--- config.mk ---
export PLATFORM = sky130hd
export DESIGN_NAME = pipe_stage_buf
export DESIGN_NICKNAME = d
export VERILOG_FILES = /design/src/rtl/pipe_stage_buf.sv
export SDC_FILE = /design/constraint.sdc
export NUM_CORES = 1
export LEC_CHECK = 0
export CORE_UTILIZATION = 49
export DETAILED_ROUTE_END_ITERATION = 6
export GPL_TIMING_DRIVEN = 0
export PLACE_DENSITY = 0.8
export SLEW_MARGIN = 40
export SYNTH_ARGS = -nofsm -noshare
export SYNTH_HDL_FRONTEND = slang
export SYNTH_SLANG_ARGS = --single-unit
--- constraint.sdc ---
create_clock -name clk -period 2.23 [get_ports clk]
set_clock_uncertainty 0.1 [all_clocks]
set_input_delay 0.446 -clock clk [delete_from_list [all_inputs] [get_ports clk]]
set_output_delay 0.446 -clock clk [all_outputs]
set_load 0.02 [all_outputs]
--- src/rtl/pipe_stage_buf.sv ---
// Parametrised pipeline-stage register with valid/ready handshake, optional
// two-entry skid buffer, synchronous flush and occupancy reporting.
module pipe_stage_buf #(
  parameter int DW       = 74,
  parameter int SKID     = 1,
  parameter int CLR_DATA = 1
) (
  input  logic          clk,
  input  logic          rst,
  input  logic          flush,
  input  logic          in_valid,
  output logic          in_ready,
  input  logic [DW-1:0] in_data,
  output logic          out_valid,
  input  logic          out_ready,
  output logic [DW-1:0] out_data,
  output logic [1:0]    occupancy,
  output logic [1:0]    dbg_state
);

  // Handshake: a beat moves on a rising edge where valid and ready are both
  // high; a producer holds valid/data stable until that edge, and ready never
  // waits on valid of the same interface.

  localparam logic [1:0] ST_EMPTY = 2'b00;
  localparam logic [1:0] ST_ONE   = 2'b01;
  localparam logic [1:0] ST_FULL  = 2'b11;

  logic          m_valid, s_valid;
  logic [DW-1:0] m_data, s_data;
  logic [1:0]    occ_q;

  logic          m_valid_n, s_valid_n;
  logic [DW-1:0] m_data_n, s_data_n;
  logic [1:0]    state;
  logic          accept, take;

  assign state     = {s_valid, m_valid};
  assign dbg_state = state;
  assign out_valid = m_valid;
  assign out_data  = m_data;
  assign occupancy = occ_q;

  always_comb begin
    if (SKID != 0) in_ready = !s_valid;
    else           in_ready = !m_valid || out_ready;
  end

  assign accept = in_valid && in_ready;
  assign take   = m_valid && out_ready;

  always_comb begin
    m_valid_n = m_valid;
    s_valid_n = s_valid;
    m_data_n  = m_data;
    s_data_n  = s_data;
    if (flush) begin
      // A take in this cycle still completes downstream; only held entries die.
      m_valid_n = 1'b0;
      s_valid_n = 1'b0;
      if (CLR_DATA != 0) begin
        m_data_n = '0;
        s_data_n = '0;
      end
    end else if (SKID != 0) begin
      case (state)
        ST_EMPTY: begin
          if (accept) begin
            m_data_n  = in_data;
            m_valid_n = 1'b1;
          end
        end
        ST_ONE: begin
          if (accept && take) begin
            m_data_n = in_data;
          end else if (accept) begin
            s_data_n  = in_data;
            s_valid_n = 1'b1;
          end else if (take) begin
            m_valid_n = 1'b0;
          end
        end
        ST_FULL: begin
          if (take) begin
            m_data_n  = s_data;
            s_valid_n = 1'b0;
          end
        end
        default: begin
        end
      endcase
    end else begin
      if (accept) begin
        m_data_n  = in_data;
        m_valid_n = 1'b1;
      end else if (take) begin
        m_valid_n = 1'b0;
      end
    end
  end

  always_ff @(posedge clk or negedge rst) begin
    if (!rst) begin
      m_valid <= 1'b0;
      s_valid <= 1'b0;
      m_data  <= '0;
      s_data  <= '0;
      occ_q   <= 2'd0;
    end else begin
      m_valid <= m_valid_n;
      s_valid <= s_valid_n;
      m_data  <= m_data_n;
      s_data  <= s_data_n;
      occ_q   <= {1'b0, m_valid_n} + {1'b0, s_valid_n};
    end
  end

endmodule

# Word-level counts from Yosys, hierarchy flattened
# Index checks and enable logic that the tools add are counted.
dict set report classes {
  n_eq_ne 6
  add_sub_neg 1
  n_div 0
  n_reduce_logical 10
  n_shift 0
  mux 19
  n_mul 0
  n_bitwise 0
  magnitude_cmp 0
}
# operator count
set op_table {}
lappend op_table {{74-bit 2-to-1 mux} 7}
lappend op_table {{74-bit one-hot mux with 3 select lines} 1}
lappend op_table {{1-bit 2-to-1 mux} 9}
lappend op_table {{3-bit != test (second input constant)} 3}
lappend op_table {{1-bit one-hot mux with 2 select lines} 2}
lappend op_table {{4-bit AND reduction} 1}
lappend op_table {{2-bit nonzero test} 2}
lappend op_table {{4-bit nonzero test} 1}
lappend op_table {{1-bit logical AND} 3}
lappend op_table {{3-bit AND reduction} 1}
lappend op_table {{1-bit by 1-bit adder with 2-bit output} 1}
lappend op_table {{2-bit by 1-bit == test with 1-bit output (second input constant)} 1}
lappend op_table {{2-bit == test (second input constant)} 1}
lappend op_table {{2-bit zero test} 1}
lappend op_table {{2-bit != test (second input constant)} 1}
lappend op_table {{1-bit zero test} 1}
dict set report totals {
  romBits 0
  latch_bits 0
  mem_count 0
  ramBits 0
  in_bits 79
  output_inout_bits 80
  wordCells 41
  reg_bits 152
}

# Logic depth before layout (Yosys ltp)
dict set report logic_depth {
  ltp_word 7
  depth_mapped 6
  mapped_depth_nobuf 4
}

# Worst setup path before layout
# Ideal clock, no wire load.
dict set report synth_path {
  path_kind {in2reg}
  start {in flush}
  end {reg occ_q[0], in the netlist occupancy[0]}
  path_buffers 2
  cell_stages 4
  arrival_time_ns 1.453
  t_required_ns 2.004
  setup_time_ns 0.126
  slack_ns 0.551
  path_cell_list {buf_2 > buf_1 > a21oi_1 > ha_1}
}
dict set report synth_between {
  elab_chain_cells 2
  word_cells_on_any_way 3
  classes_between {add/sub (1); mux (2)}
}
# element line_no
set synth_rtl {}
lappend synth_rtl {{start: declaration} 10} ;# input logic flush,
lappend synth_rtl {{1-bit 2-to-1 mux} 57} ;# if (flush) begin
lappend synth_rtl {{via m_valid_n} 33} ;# logic m_valid_n, s_valid_n;
lappend synth_rtl {{1-bit by 1-bit adder with 2-bit output} 114} ;# occ_q <= {1'b0, m_valid_n} + {1'b0, s_valid_n};
lappend synth_rtl {{end signal: assignment} 114}
lappend synth_rtl {{end: declaration} 31} ;# logic [1:0] occ_q;
# The timed path passes the listed nets, and every way through them passes these cells.
# A chain may end at the register's enable or synchronous reset.

# Final worst setup path
dict set report layout_path {
  start {reg s_valid}
  end {out dbg_state[1]}
}
# element line_no
set layout_lines {}
lappend layout_lines {{start: declaration} 29} ;# logic m_valid, s_valid;
lappend layout_lines {{start signal: assignment} 111} ;# s_valid <= s_valid_n;
lappend layout_lines {{end: declaration} 18} ;# output logic [1:0] dbg_state
# No word-level cell between the ends.

==> reports/results.tsv <==
stage	metric	value	unit
yosys	yosys.area.top_type	dfrtp_1	
timing	hold_viol_final	0	
clock_tree	htreeDepth	4	
route	ant_nets	0	
timing	fin_hold_ws	0.386	ns
route	dr_total_vias	4720	
worst_setup_path	worstSetupEndpointType	output pin	
worst_setup_path	cpPeakStageDelay	0.59	ns
route	dr.pass1.iters	4	
worst_setup_path	crit_family	buffers and inverters	
placed_design	place.gp.congestion	0.746	
pwr	sw_frac_of_total	25.9	%
route	drtIter0Drc	339	
yosys	synth_cells	462	
job	cap_violations	0	
pwr	p_int	4940	uW
yosys	synth_area_per_cell	13.9	sq um
global_routing	overflow	0	
route	via_per_inst	5.72	
pwr	vdd_drop_max	0.557	mV
worst_setup_path	worst_setup_path_start_kind	flop	
global_routing	antenna_found_initial	0	
floorplanning	dieWidth	116	microns
clock_tree	cts_buffers	17	
global_routing	grt_max_degree	80	
clock_tree	path_clk_slew	0.06	ns
timing	period_share	98.3	%
floorplanning	core-area	0.0127	sq mm
yosys	syn-cell-area	0.00641	sq mm
worst_setup_path	crit_fanout	7	
floorplanning	rows	41	
timing	rsz0062_at_grt	no	
global_routing	grt_pass1_wl	25.9	mm
clock_tree	clk_latency	0.42	ns
yosys	ys_types	23	
pwr	p_per_area	759	mW/mm^2
timing	slew_headroom	51.0	%
status	status	finished clean	
worst_setup_path	critPathArrivalTime	1.65	ns
finish	area_delta_synth_final	37.0	%
finish	stdcell_count	825	
placed_design	dp.cells	793	
clock_tree	cts_tree	built	
global_routing	grt_usage	25.6	%
floorplanning	ios	159	
pwr	clockPowerShare	39.5	%
clock_tree	root_buffer	clkbuf_16	
route	wl_per_cell	19.6	microns
timing	fmax	0.456	GHz
global_routing	grt_pass1_vias	4915	
finish	finalNetCount	721	
worst_setup_path	path_cells	buf_4 > clkdlybuf4s50_1	
placed_design	dp_hpwl	10.9	mm
yosys	seq_area_frac_synth	59.3	%
timing	tns	0	ns
placed_design	io_buffers	158	
pwr	seq_power_share	44.8	%
clock_tree	clock_sinks	152	
worst_setup_path	required	1.68	ns
pwr	p_comb_share	15.6	%
worst_setup_path	path_class	flop to output pin	
worst_setup_path	critical-path-slowest-cell	clkdlybuf4s50_1	
finish	antenna_cells	0	
floorplanning	chipHeight	116	microns
yosys	synth_top_area_share	59.3	%
timing	finalSetupViolCount	0	
pwr	switching_power	1720	uW
timing	fin_crit	2.19	ns
floorplanning	dieArea	0.0136	sq mm
timing	final_max_slew_viol_count	0	
finish	finalCoreUtilization	69.3	%
finish	drive_gt1_share	14.4	%
hold_path	hold_class	flop to flop	
yosys	yosys-top-cells-area	dfrtp_1 59%, mux2i_1 12%, a22o_1 10%	
worst_setup_path	rrSetupSlack	0.33	ns
route	finalWirelength	16.2	mm
route	drc	0	
yosys	syn_nets	542	
yosys	yosys_warnings	0	
yosys	ys_ff_latch	152	
clock_tree	max-clock-path-buffers	2	
worst_setup_path	critPathBufInv	2	
pwr	p_leak	0.00430	uW
timing	worstMarginPinSlew	0.735	ns
floorplanning	start_util	50.6	%
[power groups by stage]
| stage | clock network [uW] | registers [uW] | logic [uW] |
|---|---|---|---|
| after global placement | 0 | 3030 | 1010 |
| after detailed placement | 0 | 3030 | 1040 |
| final | 2630 | 2990 | 1040 |
| after CTS | 2660 | 2990 | 1050 |
| after global routing | 2780 | 3000 | 1120 |
| after floorplan | 0 | 3160 | 353 |
[timing repair]
action,in CTS,in global routing
hold buffers,1,0
gates resized for setup,0,1
endpoints found under the setup margin,0,1
hold endpoints to repair,73,0
buffers inserted,0,0
[cell usage in the layout, fill, tap and decap left out]
master / n
clkbuf_1: 9
clkinv_2: 5
dfrtp_1: 151
a211oi_2: 20
nand3_1: 1
nor3_2: 1
clkinvlp_4: 3
clkbuf_16: 17
mux2_4: 1
buf_8: 1
bufinv_16: 1
nand2b_1: 2
dfrtp_2: 1
buf_6: 3
a22o_1: 74
and2_1: 1
clkbuf_8: 1
o2bb2ai_1: 50
buf_2: 29
a21oi_1: 26
buf_1: 1
dlygate4sd3_1: 1
buf_16: 1
clkdlybuf4s50_1: 157
mux2i_1: 74
a211oi_1: 5
inv_1: 3
ha_1: 1
o21a_1: 1
a21oi_2: 1
buf_4: 9
o21ai_0: 1
nand2_1: 1
[cells by family after synthesis]
family / Yosys count / synth area share, %
AO/OA/AOI/OAI: 178 / 23.8
flip-flops: 152 / 59.3
multiplexers: 75 / 11.8
buffers and inverters: 50 / 4.37
AND/OR/NAND/NOR: 6 / 0.585
adder cells (fa/ha/maj): 1 / 0.195
[area by class of cell]
class	count	area, sq um
clock buffer	22	454
sequential	152	3800
fill	950	3880
tap	172	215
clock inverter	9	77.6
multi-input combinational	260	2330
buffer	47	269
inverter	3	11.3
timing repair buffer	160	1620
[per-stage QoR]
step	setup WS (ns)	area, sq um	power (uW)
finish	0.0370	8790	6670
global route	0.000340	8790	6900
detailed placement	-0.249	8240	4080
global placement	-5.23	8210	4050
floorplan	0.551	6410	3510
CTS	0.0229	8790	6700
[synthesized netlist by cell type (all sizes together)]
cell,number
a211oi,25
nand2b,2
ha,1
nand2,1
nor3,1
buf,42
o21ai,1
inv,3
a22o,74
dfrtp,152
o2bb2ai,50
clkbuf,5
a21oi,27
o21a,1
and2,1
mux2,1
mux2i,74
nand3,1
[path summary, 6_finish.rpt]
| path | from | to | depth (start not counted) |
|---|---|---|---|
| setup / recovery | s_valid | dbg_state[1] | 2 |
| hold / removal | out_data[46] | out_data[46] | 1 |
| setup reg to reg | s_valid | out_data[24] | 4 |
| hold reg to reg | out_data[46] | out_data[46] | 1 |
| max in group asynchronous | rst | s_data[53] | 3 |
| min in group asynchronous | rst | s_data[31] | 2 |
[flip-flops by register name, summed over array words and instances, names as in the netlist]
register   flops
s_valid        1
out_data      74
s_data        74
out_valid      1
occupancy      2
[layer usage]
layer  GRT usage, %  share of wire, %  vias to the layer above
met4           9.49               1.4                        0
met3           7.37               6.4                       18
li1               -                 -                     2138
met5              0                 0                        -
met1           33.5                44                     2418
met2           40.7                48                      146
Note: power is estimated with default switching activity, not from simulation.
